File: src/rtl/score_pkg.sv
// Shared definitions for the BCD score display: game-state encodings,
// seven-segment patterns and the digit-to-segment decoder.
package score_pkg;

  typedef enum logic [1:0] {
    ST_HOLD     = 2'd0,
    ST_RUN      = 2'd1,
    ST_CLEAR    = 2'd2,
    ST_HOLD_ALT = 2'd3
  } st_e;

  // Active-high patterns, bit order {g,f,e,d,c,b,a}
  localparam logic [6:0] SEG_0     = 7'h3F;
  localparam logic [6:0] SEG_1     = 7'h06;
  localparam logic [6:0] SEG_2     = 7'h5B;
  localparam logic [6:0] SEG_3     = 7'h4F;
  localparam logic [6:0] SEG_4     = 7'h66;
  localparam logic [6:0] SEG_5     = 7'h6D;
  localparam logic [6:0] SEG_6     = 7'h7D;
  localparam logic [6:0] SEG_7     = 7'h07;
  localparam logic [6:0] SEG_8     = 7'h7F;
  localparam logic [6:0] SEG_9     = 7'h6F;
  localparam logic [6:0] SEG_BLANK = 7'h00;

  function automatic logic [6:0] seg7(input logic [3:0] bcd);
    case (bcd)
      4'd0:    return SEG_0;
      4'd1:    return SEG_1;
      4'd2:    return SEG_2;
      4'd3:    return SEG_3;
      4'd4:    return SEG_4;
      4'd5:    return SEG_5;
      4'd6:    return SEG_6;
      4'd7:    return SEG_7;
      4'd8:    return SEG_8;
      4'd9:    return SEG_9;
      default: return SEG_BLANK;
    endcase
  endfunction

endpackage

File: src/rtl/bcd_score_display_if.sv
// Control and display bundle between the game FSM (master) and the score
// display block (slave).
interface bcd_score_display_if #(
  parameter int DIGITS = 4
);
  logic [1:0]          st;
  logic                dir;
  logic                show_best;
  logic [4*DIGITS-1:0] score_bcd;
  logic [4*DIGITS-1:0] best_bcd;
  logic                ovf;
  logic [7*DIGITS-1:0] hex;

  modport master (
    output st, dir, show_best,
    input  score_bcd, best_bcd, ovf, hex
  );

  modport slave (
    input  st, dir, show_best,
    output score_bcd, best_bcd, ovf, hex
  );
endinterface

File: src/rtl/bcd_digit_cnt.sv
// One BCD digit of the up/down score counter. cout flags that this digit
// would roll over (9 going up, 0 going down) when its carry-in is set.
module bcd_digit_cnt (
  input  logic       clk,
  input  logic       rst_n,
  input  logic       clr,
  input  logic       en,
  input  logic       dir,
  input  logic       cin,
  output logic [3:0] q,
  output logic       cout
);
  logic [3:0] q_q;
  logic [3:0] q_d;

  always_comb begin
    q_d = q_q;
    if (clr) begin
      q_d = 4'd0;
    end else if (en && cin) begin
      // Out-of-range values are steered back into 0..9 on the next step
      if (!dir) begin
        q_d = (q_q >= 4'd9) ? 4'd0 : q_q + 4'd1;
      end else begin
        q_d = (q_q == 4'd0 || q_q > 4'd9) ? 4'd9 : q_q - 4'd1;
      end
    end
  end

  always_ff @(posedge clk or negedge rst_n) begin
    if (!rst_n) begin
      q_q <= 4'd0;
    end else begin
      q_q <= q_d;
    end
  end

  assign q    = q_q;
  assign cout = cin && (dir ? (q_q == 4'd0) : (q_q == 4'd9));

endmodule

File: src/rtl/bcd_score_display.sv
// Score counter top: tick prescaler, BCD digit chain with saturate/wrap,
// best-score capture on CLEAR, leading-zero blanking and registered HEX drive.
module bcd_score_display
  import score_pkg::*;
#(
  parameter int DIGITS         = 4,
  parameter int TICK_DIV       = 5_000_000,
  parameter bit SATURATE       = 1'b1,
  parameter bit BLANK_LZ       = 1'b0,
  parameter bit SEG_ACTIVE_LOW = 1'b1
) (
  input logic               clk,
  input logic               rst_n,
  bcd_score_display_if.slave bus
);
  localparam int                  PW       = $clog2(TICK_DIV);
  localparam logic [PW-1:0]       PSC_LAST = PW'(TICK_DIV - 1);
  localparam logic [7*DIGITS-1:0] HEX_OFF  = {(7*DIGITS){SEG_ACTIVE_LOW}};

  st_e                 st_w;
  logic                run_w, clr_w, tick_w;
  logic [PW-1:0]       psc_q, psc_d;
  logic [4*DIGITS-1:0] score_w, best_q, best_d, sel_w;
  logic [DIGITS-1:0]   cin_w, cout_w, lz_w;
  logic                digit_en_w, ovf_evt_w, ovf_q, ovf_d;
  logic [7*DIGITS-1:0] hex_q, hex_d;

  assign st_w   = st_e'(bus.st);
  assign run_w  = (st_w == ST_RUN);
  assign clr_w  = (st_w == ST_CLEAR);
  assign tick_w = run_w && (psc_q == PSC_LAST);

  always_comb begin
    psc_d = psc_q;
    if (clr_w) begin
      psc_d = '0;
    end else if (run_w) begin
      psc_d = tick_w ? '0 : psc_q + 1'b1;
    end
  end

  // Carry-in per digit is derived from the registered digits (look-ahead),
  // so the chain never loops back through the digit outputs.
  always_comb begin
    logic chain;
    chain = tick_w;
    for (int k = 0; k < DIGITS; k++) begin
      cin_w[k] = chain;
      chain = chain && (bus.dir ? (score_w[4*k +: 4] == 4'd0)
                                : (score_w[4*k +: 4] == 4'd9));
    end
  end

  // The whole value rolls over only when every digit does
  assign ovf_evt_w  = &cout_w;
  assign digit_en_w = !(SATURATE && ovf_evt_w);

  generate
    for (genvar gi = 0; gi < DIGITS; gi++) begin : g_digit
      bcd_digit_cnt u_digit (
        .clk  (clk),
        .rst_n(rst_n),
        .clr  (clr_w),
        .en   (digit_en_w),
        .dir  (bus.dir),
        .cin  (cin_w[gi]),
        .q    (score_w[4*gi +: 4]),
        .cout (cout_w[gi])
      );
    end
  endgenerate

  // Unsigned compare of packed BCD is an MSD-first digit-wise compare
  always_comb begin
    best_d = best_q;
    if (clr_w && (score_w > best_q)) begin
      best_d = score_w;
    end
  end

  always_comb begin
    ovf_d = ovf_q;
    if (clr_w) begin
      ovf_d = 1'b0;
    end else if (ovf_evt_w) begin
      ovf_d = 1'b1;
    end
  end

  assign sel_w = bus.show_best ? best_q : score_w;

  always_comb begin
    logic zero;
    zero = 1'b1;
    for (int k = DIGITS - 1; k >= 0; k--) begin
      zero    = zero && (sel_w[4*k +: 4] == 4'd0);
      lz_w[k] = zero;
    end
  end

  generate
    for (genvar gi = 0; gi < DIGITS; gi++) begin : g_seg
      logic [6:0] seg;
      assign seg = (BLANK_LZ && (gi > 0) && lz_w[gi]) ? SEG_BLANK
                                                      : seg7(sel_w[4*gi +: 4]);
      assign hex_d[7*gi +: 7] = SEG_ACTIVE_LOW ? ~seg : seg;
    end
  endgenerate

  always_ff @(posedge clk or negedge rst_n) begin
    if (!rst_n) begin
      psc_q  <= '0;
      best_q <= '0;
      ovf_q  <= 1'b0;
      hex_q  <= HEX_OFF;
    end else begin
      psc_q  <= psc_d;
      best_q <= best_d;
      ovf_q  <= ovf_d;
      hex_q  <= hex_d;
    end
  end

  assign bus.score_bcd = score_w;
  assign bus.best_bcd  = best_q;
  assign bus.ovf       = ovf_q;
  assign bus.hex       = hex_q;

endmodule

File: src/flat_wrapper.sv
// flat-port wrapper written by rule: the top's interface ports become plain ports
module bcd_score_display_flat import score_pkg::*;
#(
  parameter int DIGITS         = 4,
  parameter int TICK_DIV       = 5_000_000,
  parameter bit SATURATE       = 1'b1,
  parameter bit BLANK_LZ       = 1'b0,
  parameter bit SEG_ACTIVE_LOW = 1'b1
)
  (clk, rst_n, bus_st, bus_dir, bus_show_best, bus_score_bcd, bus_best_bcd, bus_ovf, bus_hex);
  bcd_score_display_if #(.DIGITS(DIGITS)) bus_i ();
  input logic clk;
  input logic rst_n;
  input wire logic [$bits(bus_i.st)-1:0] bus_st;
  input wire logic [$bits(bus_i.dir)-1:0] bus_dir;
  input wire logic [$bits(bus_i.show_best)-1:0] bus_show_best;
  output wire logic [$bits(bus_i.score_bcd)-1:0] bus_score_bcd;
  output wire logic [$bits(bus_i.best_bcd)-1:0] bus_best_bcd;
  output wire logic [$bits(bus_i.ovf)-1:0] bus_ovf;
  output wire logic [$bits(bus_i.hex)-1:0] bus_hex;
  assign bus_i.st = bus_st;
  assign bus_i.dir = bus_dir;
  assign bus_i.show_best = bus_show_best;
  assign bus_score_bcd = bus_i.score_bcd;
  assign bus_best_bcd = bus_i.best_bcd;
  assign bus_ovf = bus_i.ovf;
  assign bus_hex = bus_i.hex;
  bcd_score_display #(.DIGITS(DIGITS), .TICK_DIV(TICK_DIV), .SATURATE(SATURATE), .BLANK_LZ(BLANK_LZ), .SEG_ACTIVE_LOW(SEG_ACTIVE_LOW)) u_core (.clk(clk), .rst_n(rst_n), .bus(bus_i));
endmodule
File: config.mk
export PLATFORM = sky130hd
export DESIGN_NAME = bcd_score_display_flat
export DESIGN_NICKNAME = d
export VERILOG_FILES = /design/src/rtl/score_pkg.sv /design/src/rtl/bcd_score_display_if.sv /design/src/rtl/bcd_digit_cnt.sv /design/src/rtl/bcd_score_display.sv /design/src/flat_wrapper.sv
export SDC_FILE = /design/constraint.sdc
export NUM_CORES = 1
export LEC_CHECK = 0
export ABC_AREA = 1
export CORE_UTILIZATION = 39
export DETAILED_ROUTE_END_ITERATION = 6
export SYNTH_ARGS = -nofsm -noshare
export SYNTH_HDL_FRONTEND = slang
export SYNTH_SLANG_ARGS = --single-unit
File: constraint.sdc
create_clock -name clk -period 2 [get_ports clk]
set_input_delay 0.4 -clock clk [delete_from_list [all_inputs] [get_ports clk]]
set_output_delay 0.4 -clock clk [all_outputs]
set_load 0.01 [all_outputs]
### Word level (Yosys, flattened, before mapping)

Memory sizes are Yosys's and may differ from the RTL's.
Cells that the tools add are included.

| word-level totals | value |
|---|---|
| output and inout bits | 61 |
| RAM bits | 0 |
| latch bits | 0 |
| bits of input ports | 6 |
| bits in read-only memories | 448 |
| memories kept | 4 |
| flip-flop bits (word level) | 84 |

| cells by class | value |
|---|---|
| add/sub/neg operators | 9 |
| order comparisons | 9 |
| bitwise logic cells | 4 |
| shift operators | 0 |
| equality and inequality tests | 7 |
| reductions and logical operators | 26 |
| multipliers | 0 |
| div/mod/pow operators | 0 |
| mux-type cells | 30 |

Memory list:

| memory | words | bits a word | read ports | clocked after Yosys merged registers in | wr ports | line | source |
|---|---|---|---|---|---|---|---|
| (no name shown) | 16 | 7 | 1 | 0 | 0 | score_pkg.sv:26 | `case (bcd)` |
| (no name shown) | 16 | 7 | 1 | 0 | 0 | score_pkg.sv:26 |  |
| (no name shown) | 16 | 7 | 1 | 0 | 0 | score_pkg.sv:26 |  |
| (no name shown) | 16 | 7 | 1 | 0 | 0 | score_pkg.sv:26 |  |

Operators by type and width:

| kind | count |
|---|---|
| 4-bit 2-to-1 mux | 20 |
| 23-bit 2-to-1 mux | 3 |
| 7-bit inverter | 4 |
| 23-bit by 1-bit adder with 23-bit output (second input constant) | 1 |
| 23-bit equality test (second input constant) | 1 |
| 4-bit by 1-bit adder with 4-bit output (second input constant) | 4 |
| 4-bit equality test (second input constant) | 4 |
| 4-bit greater-or-equal comparator (second input constant) | 4 |
| 16-bit greater-than comparator | 1 |
| 4-bit greater-than comparator (second input constant) | 4 |
| 4-bit logical NOT | 4 |
| 16-bit 2-to-1 mux | 1 |
| 4-bit by 1-bit subtractor with 4-bit output (second input constant) | 4 |
| 2-bit nonzero test | 6 |
| 1-bit logical AND | 10 |
| 1-bit 2-to-1 mux | 6 |
| 1-bit logical OR | 4 |
| 4-bit AND reduction | 1 |
| 2-bit by 1-bit equality test with 1-bit output (second input constant) | 1 |
| 2-bit equality test (second input constant) | 1 |
| 1-bit logical NOT | 1 |

### Logic depth before layout (Yosys ltp)

Gate-level depths: netlist of run 1.

| logic depth | value |
|---|---|
| depth after elaboration | 11 |
| depth in mapped cells | 13 |
| gate-level depth less buffers | 13 |

### Cells and area by module

A second synthesis of run 1 with hierarchy kept.

| second synthesis, totals | value |
|---|---|
| cells, all modules | 785 |
| area total of the unflattened synthesis | 5973.2 sq um |

Modules (own cells, without submodules):

| module | times used | area an instance (sq um) | seq. area each (sq um) | cells each |
|---|---|---|---|---|
| bcd_score_display | 1 | 4351.7 | 1736.7 | 557 |
| bcd_digit_cnt | 4 | 405.4 | 100.1 | 57 |

### Least setup slack after synthesis of run 1

OpenSTA, ideal clock, no wires.

| path | value |
|---|---|
| path type | reg-to-reg |
| start | register u_core.g_digit[3].u_digit.q_q[3] |
| end | register u_core.best_q[0], in the netlist u_core.bus.best_bcd[0] |
| cell stages (with the launch flop) | 10 |
| period minus slack after synthesis | 1759 ps |
| arrival time | 1628 ps |
| data required time | 1868 ps |
| path slack | 241 ps |
| path through | dfrtp_1 ha_1 nand2_1 nor2_1 nand4_1 inv_1 a31oi_1 nand2_1 clkbuf_1 o21ai_0 |

| on the way | value |
|---|---|
| cells in the longest elaborated chain, start to end | 2 |

Ends and longest elaborated chain:

| element | line | source |
|---|---|---|
| start, declared | bcd_digit_cnt.sv:13 | `logic [3:0] q_q;` |
| start signal, assigned | bcd_digit_cnt.sv:34 | `q_q <= q_d;` |
| 16-bit greater-than comparator | bcd_score_display.sv:76 | `if (clr_w && (score_w > best_q)) begin` |
| 1-bit logical AND | bcd_score_display.sv:76 |  |
| end signal, assigned | bcd_score_display.sv:118 | `best_q <= best_d;` |
| end, declared | bcd_score_display.sv:23 | `logic [4*DIGITS-1:0] score_w, best_q, best_d, sel_w;` |

No other way between the ends.
A chain may end at the register's enable or synchronous reset.

### Final worst setup path of run 1

| path | value |
|---|---|
| start | register u_core.g_digit[1].u_digit.q_q[0] |
| end | register u_core.g_digit[1].u_digit.q_q[1] |

| on the way | value |
|---|---|
| cells in the longest elaborated chain, start to end | 9 |
| elaborated cells on any way between the ends | 20 |
| those cells by class | 2 x add/sub; 2 x order compare; 1 x eq/ne; 6 x mux; 9 x reduce/logical |

Ends and longest elaborated chain:

| element | line | source |
|---|---|---|
| start, declared | bcd_digit_cnt.sv:13 |  |
| start signal, assigned | bcd_digit_cnt.sv:34 |  |
| 4-bit equality test or 4-bit logical NOT (tied branches) | -- |  |
| 1-bit 2-to-1 mux | bcd_digit_cnt.sv:39, bcd_score_display.sv:49 |  |
| 1-bit logical AND (2 in a row) | bcd_digit_cnt.sv:39, bcd_score_display.sv:49 |  |
| 1-bit logical AND | -- |  |
| 4-bit AND reduction | bcd_score_display.sv:55 | `assign ovf_evt_w = &cout_w;` |
| 1-bit logical NOT | bcd_score_display.sv:56 | `assign digit_en_w = !(SATURATE && ovf_evt_w);` |
| 1-bit logical AND | bcd_digit_cnt.sv:20 | `end else if (en && cin) begin` |
| 2-bit nonzero test (no line) | -- |  |

Parallel ways exist; a longest one is shown, timed or not. The select of a mux whose other input is x is not followed.

==> results of run 1 <==
worst paths after layout:
kind | start | endpoint | depth (start not counted)
setup / recovery | u_core.g_digit[1].u_digit.q[0] | u_core.g_digit[1].u_digit.q[1] | 9
hold / removal | rst_n | u_core.bus.best_bcd[14] | 1
min in group clk | u_core.bus.best_bcd[8] | u_core.bus.best_bcd[8] | 2
hold reg to reg | u_core.bus.best_bcd[8] | u_core.bus.best_bcd[8] | 2
setup reg to reg | u_core.g_digit[1].u_digit.q[0] | u_core.g_digit[1].u_digit.q[1] | 9
max in group asynchronous | rst_n | u_core.g_digit[1].u_digit.q[1] | 2
per-layer routing:
layer,GRT usage,vias up
li1,-,2699
met1,0.248,2506
met2,0.339,113
met3,0.0401,20
met4,0.0640,0
met5,0,-
cell usage after synthesis, drive strengths merged (2+ instances only):
library cell	n
a21boi	3
a21oi	41
a31oi	3
buf	9
clkbuf	8
dfrtp	56
dfstp	28
ha	53
inv	107
nand2	167
nand3	54
nand4	14
nor2	65
nor3	11
o21a	3
o21ai	102
o22ai	2
o31ai	2
or2	2
xnor2	4
xor2	10
final cells by class:
class | count | area (um^2) | share of cell area
Tap cell | 180 | 225 | 0.0306
Clock buffer | 12 | 268 | 0.0364
Multi-Input combinational cell | 542 | 3120 | 0.424
Timing Repair Buffer | 133 | 1180 | 0.160
Clock inverter | 4 | 26.3 | 0.00357
Inverter | 107 | 402 | 0.0545
Sequential cell | 84 | 2140 | 0.291
cells by family after synthesis:
family	count (synthesis)	share of synthesized area
compound gates	160	0.155
xor+xnor	14	0.0215
fa+ha+maj	53	0.116
buf+inv	124	0.0846
flops	84	0.374
simple gates	315	0.249
placed cells by master, fill, tap and decap left out, types with 2 or more instances in the layout:
master,count
nor3_1,9
a21boi_0,3
xor2_1,10
clkbuf_16,10
nand3_1,52
nand2_2,6
inv_1,95
o21ai_2,6
a31oi_1,3
o21a_1,3
o21ai_1,8
inv_2,12
nand2_1,160
or2_2,2
inv_4,2
ha_1,52
nor2_4,3
xnor2_1,4
dfrtp_2,3
dfrtp_1,53
buf_4,67
a21oi_1,40
nor2_1,55
dfstp_2,28
nor2_2,6
nand4_4,2
o22ai_1,2
nand4_1,12
o21ai_0,88
dlymetal6s2s_1,2
clkdlybuf4s50_1,63
critical path: cells and delay by family (launching register included):
family	cells	cell delay, ps
simple gates	5	470
buf+inv	1	160
compound gates	2	460
flops	1	490
fa+ha+maj	1	190
state kept, by name, summed over array words and instances (netlist names):
register                  flops
u_core.bus.hex               28
u_core.bus.best_bcd          16
u_core.psc_q                 23
u_core.g_digit.u_digit.q     16
u_core.bus.ovf                1
power groups by stage:
stage | Clock [uW] | Sequential (uW) | Combinational [uW]
6_report | 1650 | 2410 | 2610
5_1_grt | 1780 | 2450 | 2950
4_1_cts | 1700 | 2410 | 2580
3_5_place_dp | 0 | 2440 | 2570
3_3_place_gp | 0 | 2430 | 2520
2_1_floorplan | 0 | 2540 | 1300
per-stage QoR:
step                      std cells  TNS [ps]  hold slack (ps)
after detailed placement       1043    -12420              438
after CTS                      1059         0             67.8
after global routing           1062     -27.8             84.5
final                          1062         0             57.4
after global placement         1043     -9130              434
after floorplan                 750         0              104
timing repair:
action                                  in CTS  in global routing
endpoints found under the setup margin       0                 62
setup buffers                                0                  3
gates resized for setup                      0                 21
==> key figures, run 1 <==
Die
  – Die height: 123 um
  – I/O Pins: 67
  – Area of the die: 15,100 um^2
  – # rows: 43
  – Die width: 123 um
  – Initial Util: 0.405
  – Core area: 14,100 um^2

Detailed routing
  – First-pass iteration count of the detailed router: 5
  – Routed met2 length: 6750 um
  – Initial drt markers: 230
  – Via count: 5,338
  – Post-route ant nets: 0
  – Routed met3 length: 572 um
  – Residual DRC count: 0
  – Routed wire per std cell: 13.2 um
  – Routed WL: 14,100 um
  – M1 WL: 6530 um
  – Via density: 5.03
  – Top routing layer used: met4

Worst setup path
  – FF-to-FF setup slack: 130 ps
  – Critical Path End Type: flop
  – CP Class: flop to flop
  – Crit-path most repeated cell: nand2_1
  – Worst Path Arrival: 2100 ps
  – Crit path required time: 2230 ps
  – Crit-path max cell delay: 490 ps
  – CP cell instances: inv_1 > ha_1 > nand3_1 > nand2_1 > o21ai_1 > o31ai_4 > nand2_2 > nand2_1 > nand2_1
  – CP max stage cell: dfrtp_2
  – Type of origin of the critical path: flop
  – Max Fanout on Critical Path: 9

Global routing
  – Pin count of the biggest net entering global routing: 44
  – Vias in the first global route: 5,137
  – Grt total ovfl: 0
  – Initial antenna violation count: 0
  – Global-route total usage across every layer: 0.198
  – First-pass GRT wire length: 23,400 um

Synthesis
  – Mapped Area: 5710 um^2
  – Largest area contributor in the netlist: dfrtp_1
  – Post-synthesis cell count: 750
  – Synth unique cells: 40
  – Syn_area_per_cell: 7.62 um^2
  – Top_reg_cell synth: dfrtp_1
  – Ys async rst share: 1.00
  – Mapped Nets: 809
  – Number of synthesized flops with an enable pin: 0
  – Largest cells by area after synthesis: dfrtp_1 25%, dfstp_2 13%, ha_1 12%
  – Share of the synthesized area in the top cell type: 0.245
  – Number of synthesis warnings: 0
  – Register area share after synthesis: 0.374
  – Synth Register Bits: 84

Clock network
  – # clock sinks: 84
  – CTS tree: yes
  – Hold-fix buffers at CTS: 0
  – Root Driver: clkbuf_16
  – CTS clock-pin slew for the worst setup and hold paths: 60 ps
  – Deepest clock path buffer count: 2
  – H-tree depth: 3
  – Worst-Skew Late Latency: 350 ps
  – TritonCTS buffer count: 9

Timing
  – Final setup margin: 130 ps
  – Max Clock Skew: 5.18 ps
  – Min Tclk post-route: 1870 ps
  – Final Cycle Share: 0.935
  – Final Hold Viols: 0
  – Maximum clock frequency: 535 MHz
  – Final setup fails: 0
  – Slew Limit Fails: 0
  – Worst-Margin Slew: 564 ps
  – Slew margin rel.: 0.624

Pwr
  – Pwr per Cell Area: 907 nW/um^2
  – Switching pwr: 2350 uW
  – Sw Ratio: 0.351
  – Part of the power in registers: 0.361
  – Design Power: 6680 uW
  – Power Internal: 4330 uW
  – Clock power share: 0.247
  – Max VDD drop: 0.503 mV
  – Combinational group share of total power: 0.391
  – P_leak: 0.00360 uW

Status
  – Status: completed

Final layout
  – Final Core Density: 0.522
  – Final Cell Area: 7360 um^2
  – Antenna Diode Count: 0
  – Fillers: 1,338
  – Proportion of layout cells with a drive suffix above 1: 0.183
  – P&R area growth vs syn: 28.9%
  – Final #Nets: 936

Hold path
  – Hold Path Class: input pin to async pin

Placement
  – Routability cong.: 0.883
  – HPWL after DPL: 10,800 um
  – Worst slack, placed: -300 ps
  – Placed inst area: 7010 um^2
  – Buffers on Ports: 66

Job
  – MaxCap Viol Count: 0
(Power assumes the default switching activity.)
==> inputs of run 2 (changes only) <==
--- a/config.mk
+++ b/config.mk
@@ -7,6 +7,7 @@
 export LEC_CHECK = 0
 export ABC_AREA = 1
 export CORE_UTILIZATION = 39
+export CTS_BUF_LIST = sky130_fd_sc_hd__clkbuf_2 sky130_fd_sc_hd__clkbuf_4 sky130_fd_sc_hd__clkbuf_8
 export DETAILED_ROUTE_END_ITERATION = 6
 export SYNTH_ARGS = -nofsm -noshare
 export SYNTH_HDL_FRONTEND = slang
==> key figures, run 2 (same netlist as run 1, synthesis figures left out) <==
Status
  – Status: completed

Worst setup path
  – FF-to-FF setup slack: 130 ps (about the same)
  – Worst reg2reg path depth: 9 (unchanged)
  – Critical Path End Type: output pin
  – Crit Reg-Reg Endpoint: u_core.psc_q[16]
  – CP Class: flop to output pin
  – Reg2Reg Launch Point: u_core.psc_q[0]
  – Crit path required time: 1600 ps (-630 ps)
  – Worst Path Arrival: 1490 ps (-610 ps)
  – CP cell instances: buf_4 > clkdlybuf4s50_1
  – Crit-path max cell delay: 530 ps (+40 ps)
  – Critical path destination: bus_score_bcd[9]
  – CP max stage cell: clkdlybuf4s50_1
  – Type of origin of the critical path: flop
  – CP startpoint: u_core.g_digit[2].u_digit.q[1]
  – Max Fanout on Critical Path: 5 (-4)

Final layout
  – P&R area growth vs syn: 27.4%
  – Final #Nets: 937 (+0.11%)
  – Antenna Diode Count: 0 (unchanged)
  – Max reg flops: 28 (unchanged)
  – Most frequent cells in the layout: 159 x nand2_1, 95 x inv_1, 89 x o21ai_0, 66 x buf_4, 65 x clkdlybuf4s50_1
  – Proportion of layout cells with a drive suffix above 1: 0.186 (+0.00319)
  – Final Cell Area: 7280 um^2 (-1.2%)
  – Fillers: 1,347 (+0.67%)
  – Leading cell type in the layout, fill and taps excluded: nand2_1
  – Post-route insts no fill: 1,063 (+0.094%)

Clock network
  – Worst-Skew Late Latency: 380 ps (+30 ps)
  – # clock sinks: 84 (unchanged)
  – TritonCTS buffer count: 9 (unchanged)
  – Deepest clock path buffer count: 2 (unchanged)
  – CTS clock-pin slew for the worst setup and hold paths: 80 ps (+20 ps)
  – H-tree depth: 3 (unchanged)
  – CTS tree: yes
  – Root Driver: clkbuf_8
  – Hold-fix buffers at CTS: 0 (unchanged)

Detailed routing
  – Via density: 5.03 (about the same)
  – Initial drt markers: 253 (+10%)
  – First-pass iteration count of the detailed router: 5 (unchanged)
  – Routed wire per std cell: 13.0 um (-1.4%)
  – Residual DRC count: 0 (unchanged)
  – Via count: 5,343 (+0.094%)
  – Routed WL: 13,900 um (-1.3%)
  – Post-route ant nets: 0 (unchanged)

Die
  – I/O Pins: 67 (unchanged)
  – Die width: 123 um (unchanged)
  – Area of the die: 15,100 um^2 (unchanged)
  – Initial Util: 0.405 (unchanged)
  – Core area: 14,100 um^2 (unchanged)
  – # rows: 43 (unchanged)
  – Die height: 123 um (unchanged)

Timing
  – Final setup margin: 109 ps (-21.4 ps)
  – Min Tclk post-route: 1890 ps (+21.4 ps)
  – Final setup fails: 0 (unchanged)
  – Final Hold Viols: 0 (unchanged)
  – Worst-Margin Slew: 561 ps (-2.65 ps)
  – Max Clock Skew: 10.0 ps (+4.85 ps)
  – Slew Limit Fails: 0 (unchanged)
  – Slew margin rel.: 0.626 (+0.00177)
  – Final Cycle Share: 0.946 (+0.0107)
  – Maximum clock frequency: 529 MHz (-1.1%)

Placement
  – HPWL after DPL: 10,800 um (unchanged)
  – Routability cong.: 0.883 (unchanged)
  – DP Cell Count: 1,043 (unchanged)
  – Worst slack, placed: -300 ps (unchanged)
  – Buffers on Ports: 66 (unchanged)
  – Placed inst area: 7010 um^2 (unchanged)

Job
  – MaxCap Viol Count: 0 (unchanged)

Pwr
  – Max VDD drop: 0.430 mV (-14%)
  – P_leak: 0.00355 uW (-1.4%)
  – Design Power: 6320 uW (-5.4%)
  – Pwr per Cell Area: 868 nW/um^2 (-4.3%)

Global routing
  – Global-route total usage across every layer: 0.196 (-0.00147)
  – Grt total ovfl: 0 (unchanged)
  – Vias in the first global route: 5,131 (-0.12%)
  – Initial antenna violation count: 0 (unchanged)
  – Pin count of the biggest net entering global routing: 44 (unchanged)
  – First-pass GRT wire length: 23,300 um (-0.44%)

Hold path
  – Hold Path Class: input pin to async pin
-- run 2: cell count changes in the layout (fill, tap and decap cells not counted), moves of 2 or more --
cell / change
buf_6: +2
dlymetal6s2s_1: -2
clkbuf_8: +9
clkbuf_16: -10
clkdlybuf4s50_1: +2
nand2_2: +2
-- run 2: what timing repair did --
item                                   in CTS  in global routing
resized for setup                           0                 20
setup endpoints to repair                   0                 58
endpoints found under the hold margin       0                  0
buffers inserted                            0                  4
-- run 2: report_power, final --
part           switching, uW  internal [uW]
sequential               250           2150
combinational           1400           1250
clock                    644            629
-- run 2: worst min path at each step --
stage                     startpoint                      end  cells past startpoint
after floorplan                rst_n   u_core.bus.best_bcd[0]                      0
after global placement         rst_n   u_core.bus.best_bcd[8]                      1
after detailed placement       rst_n   u_core.bus.best_bcd[8]                      1
after CTS                      rst_n   u_core.bus.best_bcd[2]                      1
after global routing           rst_n  u_core.bus.best_bcd[14]                      1
final                          rst_n  u_core.bus.best_bcd[10]                      1
-- run 2: cell type report --
type	instances	area, um^2	area share
multi-input combinational	542	3120	0.429
clock inverter	5	56.3	0.00774
tap	180	225	0.0309
inverter	107	402	0.0552
sequential	84	2140	0.294
clock buffer	11	145	0.0199
timing repair buffer	134	1190	0.163
-- run 2: critical path, delay by kind of cell (launching register included) --
kind     cells  cell delay, ps
buf+inv      2             700
flops        1             420
-- run 2: stage by stage --
step / hold slack [ps] / TNS [ps] / utilization
2_1_floorplan: 104 / 0 / -
6_report: 17.7 / 0 / 0.516
5_1_grt: 34.2 / -11.6 / 0.516
4_1_cts: 20.8 / 0 / 0.511
3_3_place_gp: 434 / -9130 / 0.497
3_5_place_dp: 438 / -12420 / 0.497
-- run 2: routing by layer --
metal	share of wire	GRT usage	vias up
met1	0.47	0.247	2508
li1	-	-	2706
met5	0	0	-
met3	0.042	0.0387	14
met2	0.48	0.337	115
met4	0.013	0.0610	0
